### src/rtl/conv_pkg.sv
// Shared types for the 5x5 convolution front end: pixel and window types
// used by conv_window_gen and the downstream convolution pipeline.
package conv_pkg;

    localparam int K      = 5;
    localparam int DATA_W = 8;

    typedef logic signed [DATA_W-1:0] pix_t;
    typedef pix_t [K-1:0][K-1:0]      window_t;

    // Saturating 16-bit increment used by the optional window counter
    function automatic logic [15:0] sat_inc16(input logic [15:0] v);
        logic [15:0] r;
        if (v == 16'hFFFF) begin
            r = v;
        end else begin
            r = v + 16'd1;
        end
        return r;
    endfunction

endpackage

### src/rtl/conv_line_buffer.sv
// Single image-row delay line: a circular buffer of DEPTH pixels that only
// advances when en is high. dout is the pixel written DEPTH enables ago.
module conv_line_buffer
    import conv_pkg::*;
#(
    parameter int DEPTH = 32
) (
    input  logic clk,
    input  logic rst_n,
    input  logic en,
    input  pix_t din,
    output pix_t dout
);

    localparam int PTR_W = (DEPTH > 1) ? $clog2(DEPTH) : 1;
    localparam logic [PTR_W-1:0] PTR_LAST = PTR_W'(DEPTH - 1);

    pix_t             mem [DEPTH];
    logic [PTR_W-1:0] ptr_r;

    // Read-before-write: the slot about to be overwritten holds the oldest pixel
    assign dout = mem[ptr_r];

    // Advance the circular pointer on every enabled cycle, restart on reset
    always_ff @(posedge clk or negedge rst_n) begin
        if (!rst_n) begin
            ptr_r <= '0;
        end else if (en) begin
            if (ptr_r == PTR_LAST) begin
                ptr_r <= '0;
            end else begin
                ptr_r <= ptr_r + PTR_W'(1);
            end
        end
    end

    // Storage is not reset; stale contents never reach a valid window
    always_ff @(posedge clk) begin
        if (en) begin
            mem[ptr_r] <= din;
        end
    end

endmodule

### src/rtl/conv_window_gen.sv
// Streaming KxK sliding-window generator (no padding). Four line buffers hold
// the previous rows; a KxK register array shifts left on each accepted pixel.
// Optional feature: define WINGEN_WIN_COUNT_EN to add the win_count output
// (windows handed off in the current frame, saturating at 16'hFFFF).
module conv_window_gen
    import conv_pkg::*;
#(
    parameter int IMG_W = 32,
    parameter int IMG_H = 32
) (
    input  logic                     clk,
    input  logic                     rst_n,
    input  logic                     pix_valid,
    output logic                     pix_ready,
    input  logic signed [DATA_W-1:0] pix_data,
    output logic                     win_valid,
    input  logic                     win_ready,
    output window_t                  window,
    output logic                     win_last,
    output logic                     frame_done
`ifdef WINGEN_WIN_COUNT_EN
    ,
    output logic [15:0]              win_count
`endif
);

    localparam int COL_W = (IMG_W > 1) ? $clog2(IMG_W) : 1;
    localparam int ROW_W = (IMG_H > 1) ? $clog2(IMG_H) : 1;
    localparam logic [COL_W-1:0] COL_LAST = COL_W'(IMG_W - 1);
    localparam logic [ROW_W-1:0] ROW_LAST = ROW_W'(IMG_H - 1);
    localparam logic [COL_W-1:0] COL_MIN  = COL_W'(K - 1);
    localparam logic [ROW_W-1:0] ROW_MIN  = ROW_W'(K - 1);

    logic [COL_W-1:0] col_r;
    logic [ROW_W-1:0] row_r;
    logic             accept;
    logic             col_end;
    logic             frame_end;
    logic             win_ok;
    pix_t             lb_in  [K-1];
    pix_t             lb_out [K-1];
    pix_t             new_col [K];

    // No input-side buffering: a pending window blocks new pixels until taken
    assign pix_ready = !win_valid || win_ready;
    assign accept    = pix_valid && pix_ready;
    assign col_end   = (col_r == COL_LAST);
    assign frame_end = col_end && (row_r == ROW_LAST);
    assign win_ok    = (row_r >= ROW_MIN) && (col_r >= COL_MIN);

    // Chain the line buffers and build the incoming column, oldest row first
    always_comb begin
        lb_in[0]   = pix_data;
        new_col[K-1] = pix_data;
        for (int i = 1; i < K-1; i++) begin
            lb_in[i] = lb_out[i-1];
        end
        for (int r = 0; r < K-1; r++) begin
            new_col[r] = lb_out[K-2-r];
        end
    end

    for (genvar i = 0; i < K-1; i++) begin : g_lb
        conv_line_buffer #(
            .DEPTH (IMG_W)
        ) u_lb (
            .clk   (clk),
            .rst_n (rst_n),
            .en    (accept),
            .din   (lb_in[i]),
            .dout  (lb_out[i])
        );
    end

    // Shift the window left and load the new column on every accepted pixel
    always_ff @(posedge clk) begin
        if (accept) begin
            for (int r = 0; r < K; r++) begin
                for (int c = 0; c < K-1; c++) begin
                    window[r][c] <= window[r][c+1];
                end
                window[r][K-1] <= new_col[r];
            end
        end
    end

    // Raster position, output valid/last flags and end-of-frame pulse
    always_ff @(posedge clk or negedge rst_n) begin
        if (!rst_n) begin
            col_r      <= '0;
            row_r      <= '0;
            win_valid  <= 1'b0;
            win_last   <= 1'b0;
            frame_done <= 1'b0;
        end else begin
            frame_done <= accept && frame_end;
            if (accept) begin
                win_valid <= win_ok;
                win_last  <= frame_end;
                if (col_end) begin
                    col_r <= '0;
                    if (row_r == ROW_LAST) begin
                        row_r <= '0;
                    end else begin
                        row_r <= row_r + ROW_W'(1);
                    end
                end else begin
                    col_r <= col_r + COL_W'(1);
                end
            end else if (win_ready) begin
                win_valid <= 1'b0;
                win_last  <= 1'b0;
            end
        end
    end

`ifdef WINGEN_WIN_COUNT_EN
    logic handoff;
    logic count_clear_r;

    assign handoff = win_valid && win_ready;

    // Count handed-off windows; the final count is visible for one cycle
    // after the last window of the frame leaves, then returns to zero
    always_ff @(posedge clk or negedge rst_n) begin
        if (!rst_n) begin
            win_count     <= 16'd0;
            count_clear_r <= 1'b0;
        end else begin
            count_clear_r <= handoff && win_last;
            if (count_clear_r) begin
                win_count <= handoff ? 16'd1 : 16'd0;
            end else if (handoff) begin
                win_count <= sat_inc16(win_count);
            end
        end
    end
`endif

endmodule
### config.mk
export PLATFORM = sky130hd
export DESIGN_NAME = conv_window_gen
export DESIGN_NICKNAME = d
export VERILOG_FILES = /design/src/rtl/conv_pkg.sv /design/src/rtl/conv_line_buffer.sv /design/src/rtl/conv_window_gen.sv
export SDC_FILE = /design/constraint.sdc
export NUM_CORES = 1
export LEC_CHECK = 0
export ABC_AREA = 1
export ABC_CLOCK_PERIOD_IN_PS = 9100
export BUFFER_PORTS_ARGS = -buffer_cell sky130_fd_sc_hd__buf_4
export CAP_MARGIN = 25
export CELL_PAD_IN_SITES_DETAIL_PLACEMENT = 1
export CELL_PAD_IN_SITES_GLOBAL_PLACEMENT = 1
export CORE_UTILIZATION = 35
export DETAILED_ROUTE_END_ITERATION = 10
export PLACE_DENSITY = 0.66
export SLEW_MARGIN = 20
export SYNTH_ARGS = -nofsm -noshare
export SYNTH_HDL_FRONTEND = slang
export SYNTH_SLANG_ARGS = --single-unit
### constraint.sdc
create_clock -name clk -period 9.1 [get_ports clk]
set_input_delay 1.82 -clock clk [delete_from_list [all_inputs] [get_ports clk]]
set_output_delay 1.82 -clock clk [all_outputs]
set_load 0.02 [all_outputs]
==> flow_summary.ini <==
[status]
run_status = completed

[floorplanning]
row_count = 142
io_pins = 216
die-width_um = 392
placeable_core_region_um2 = 150000
floorplan.die_area_um2 = 153000
initial_utilization_pct = 35.4
die_h_um = 392

[synthesis]
post_synth_instance_area_um2 = 53200
yosys_warnings = 0
synth-seq-cells = 1257
yosys.area_share.simple_pct = 19.4
avgSynthCellArea_um2 = 10.4
synth_sequential_area_ratio_pct = 70.7
synth-compound-area-share_pct = 0.311
largest_family_of_logic_cells_by_synthesized_area = simple AND/OR/NAND/NOR gates
synth_xor_area_share_pct = 0.0329
synth_adder_area_share_pct = 0.612
synthDistinctLibCells = 22
synth.area.mux_share_pct = 0
post_synth_inst_count = 5091
mappedNetlistNets = 5129

[critical_path]
worstSetupStartpointType = primary input
path_class = in -> reg
crit_path_max_fo = 97
path_buf_inv = 5
crit_required_ns = 9.50
crit_slowest_cell = sky130_fd_sc_hd__buf_4
cp_cell_sequence = buf_4 > inv_1 > nand2_1 > nand2_1 > buf_4 > inv_8 > buf_4 > nand2_1 > nor2_1
cp.arrival_ns = 5.01
worstSetupEndpointType = register
cp_slowest_stage_delay_ns = 0.84
largest_delay_share_family_worst_path = buffers and inverters

[cells_and_area]
finalNetCount = 5354
ff_latch_area_um2 = 37600
flow.area_growth_from_synthesis_pct = 15.7
share_of_post_route_cells_with_drive_strength_above_1_pct = 9.41
fin_area_um2 = 61500
finalCoreUtilization_pct = 40.9
n_antenna_cell = 0
layout.filler_cells = 16700
multiInputGateArea_um2 = 10900
finish.cell_count_without_fillers = 7446

[clock_tree]
post_cts_buffers = 0
clock_sink_count = 1257
clkSlewWorstSetupHoldPaths_ns = 0.06
later_pin_clock_latency_in_the_skew_report_ns = 0.78
cts_hold_repair.buffers = 0
cts_root_buffer = sky130_fd_sc_hd__clkbuf_16
cts_tree = yes
cts_made_buffers = 143
ctsResizeCount = 0
ctsLongestPathBuffers = 3
cts_max_level = 4

[power]
clock_power_share_pct = 26.4
p_leak_nw = 26.8
switchingPower_mw = 8.39
combinationalPowerShare_pct = 32.9
pwr-share-seq_pct = 40.6
power_per_cell_area_nw_per_um2 = 354
intPower_mw = 13.4
vdd.ir_drop.worst_mv = 0.478
power_switching_share_pct = 38.5

[run]
cap_viol_max_count = 0

[placement]
buffer_ports.inserted = 215
dp_worst_setup_slack_ns = 3.64
postPlaceCellArea_um2 = 56800
place_hpwl_mm = 84.4
finalWeightedCongestion = 0.791
place_inst = 7187

[global_route]
grt_use_met3_pct = 3.02
number_of_antenna_violations_at_the_first_check_in_global_routing = 3
vias_in_the_first_global_route = 36000
grt_max_degree = 98
globalRouteOverflowTotal = 0
grt_usage_pct = 18.5
globalRouteMet1Util_pct = 24.5
busiest_layer = met2
grt_pass1_wl_mm = 215
grt_use_met2_pct = 31.2

[timing]
crit_path_time_final_ns = 4.62
setup_slack_of_the_critical_path_after_layout_ns = 4.48
slew_violations = 0
fmaxAchievable_mhz = 217
max-slew-margin-rel_pct = 31.4
tcrit_tclk_final_pct = 50.7
setup_tns_ns = 0
finalClockSkew_ns = 0.0319
rsz0062_at_grt = false
final-hold-violation-count = 0
max_slew.worst_pin.slew_ns = 1.02
finalSetupViolCount = 0

[drt]
drc_errors = 0
dr.pass1.iters = 5
drtAntennaViolNets = 0
wirelength_mm = 141
detail_route.wl_per_cell_um = 18.9
first_iter_violations = 2119
vias_per_cell = 4.61
vias = 34300

[worst_hold_path]
min_path_type = reg -> reg
## area by class of cell
cell class | instances | share of cell area (%)
repair buffers | 259 | 3.16
inverters | 1033 | 6.33
multi-input cells | 2622 | 17.7
flip-flops and latches | 1257 | 61.1
clock buffers | 178 | 6.15
clock inverters | 81 | 1.50
well taps | 2016 | 4.10
## layout by cell type (no fill, tap or decap), types with 11 or more instances in the layout
master and instances:
sky130_fd_sc_hd__nand3_1 498, sky130_fd_sc_hd__edfxtp_1 1224, sky130_fd_sc_hd__bufinv_16 16, sky130_fd_sc_hd__clkbuf_1 30, sky130_fd_sc_hd__nor2_1 204, sky130_fd_sc_hd__o21ai_0 19, sky130_fd_sc_hd__ha_1 26, sky130_fd_sc_hd__clkbuf_16 145
sky130_fd_sc_hd__inv_1 1021, sky130_fd_sc_hd__buf_4 258, sky130_fd_sc_hd__dfrtp_1 25, sky130_fd_sc_hd__nor2_2 22, sky130_fd_sc_hd__clkinv_2 11, sky130_fd_sc_hd__nor3_1 12, sky130_fd_sc_hd__nand2_1 1817, sky130_fd_sc_hd__clkinv_1 28
## Yosys cell counts
cell                       instances  share of area [%]
sky130_fd_sc_hd__buf_1             6              0.042
sky130_fd_sc_hd__nand3_1         498                4.7
sky130_fd_sc_hd__inv_2             7              0.049
sky130_fd_sc_hd__o31ai_1           1              0.014
sky130_fd_sc_hd__o21ai_0          19               0.18
sky130_fd_sc_hd__nand2_2           1              0.012
sky130_fd_sc_hd__clkbuf_1         27               0.19
sky130_fd_sc_hd__inv_1          1025                7.2
sky130_fd_sc_hd__buf_2           137                1.3
sky130_fd_sc_hd__nor2_1          204                1.4
sky130_fd_sc_hd__dfrtp_1          33                1.6
sky130_fd_sc_hd__nor3_2            2              0.038
sky130_fd_sc_hd__nor2_2           22               0.26
sky130_fd_sc_hd__buf_4             9               0.13
sky130_fd_sc_hd__ha_1             26               0.61
sky130_fd_sc_hd__clkinv_1          1             0.0071
sky130_fd_sc_hd__nor3_1           18               0.17
sky130_fd_sc_hd__o22ai_1           2              0.024
sky130_fd_sc_hd__xor2_1            2              0.033
sky130_fd_sc_hd__nand2_1        1817                 13
sky130_fd_sc_hd__edfxtp_1       1224                 69
sky130_fd_sc_hd__a21oi_1          10              0.094
## power by group through the flow
stage | registers, mW | clock network [mW] | logic [mW]
2_1_floorplan | 9.07 | 0 | 3.70
3_3_place_gp | 8.96 | 0 | 7.25
3_5_place_dp | 8.98 | 0 | 7.31
4_1_cts | 8.87 | 5.90 | 7.35
5_1_grt | 8.92 | 6.09 | 7.87
6_report | 8.85 | 5.76 | 7.18
## kinds of logic (layout without fill, tap and decap cells)
family | Yosys count | count (layout)
simple gates | 2562 | 2562
compound gates | 32 | 32
buf+inv | 1212 | 1551
xor+xnor | 2 | 2
fa+ha+maj | 26 | 26
flops | 1257 | 1257
## sequential cells by signal, indices dropped and copies added (netlist names)
name and flops:
win_valid 1, window 200, g_lb.u_lb.mem 1024, col_r 5
row_r 5, win_last 1, frame_done 1, g_lb.u_lb.ptr_r 20
## path summary, 6_finish.rpt
path / start / end / slack, ns / cells after the start
min in group asynchronous: rst_n / g_lb[3].u_lb.ptr_r[3]$_DFFE_PN0P_ / 1.05 / 1
max in group asynchronous: rst_n / g_lb[2].u_lb.ptr_r[0]$_DFFE_PN0P_ / 7.50 / 1
min reg2reg: window[106]$_DFFE_PP_ / window[98]$_DFFE_PP_ / 0.44 / 0
max reg2reg: g_lb[0].u_lb.ptr_r[0]$_DFFE_PN0P_ / g_lb[0].u_lb.mem[12][1]$_DFFE_PP_ / 5.19 / 5
max: win_ready / g_lb[2].u_lb.mem[11][1]$_DFFE_PP_ / 4.48 / 9
min: window[106]$_DFFE_PP_ / window[98]$_DFFE_PP_ / 0.44 / 0
## per-stage QoR
step | power [mW] | hold WS, ns
floorplan | 12.8 | 0.456
global placement | 16.2 | 0.431
detailed placement | 16.3 | 0.436
CTS | 22.1 | 0.444
global route | 22.9 | 0.458
finish | 21.8 | 0.441
## metal layers
| layer | up-vias | wire (um) |
|---|---|---|
| met2 | 654 | 68400 |
| li1 | 16500 | - |
| met5 | - | 9 |
| met4 | 2 | 3040 |
| met3 | 184 | 6170 |
| met1 | 16900 | 63400 |
(Power assumes the default switching activity.)
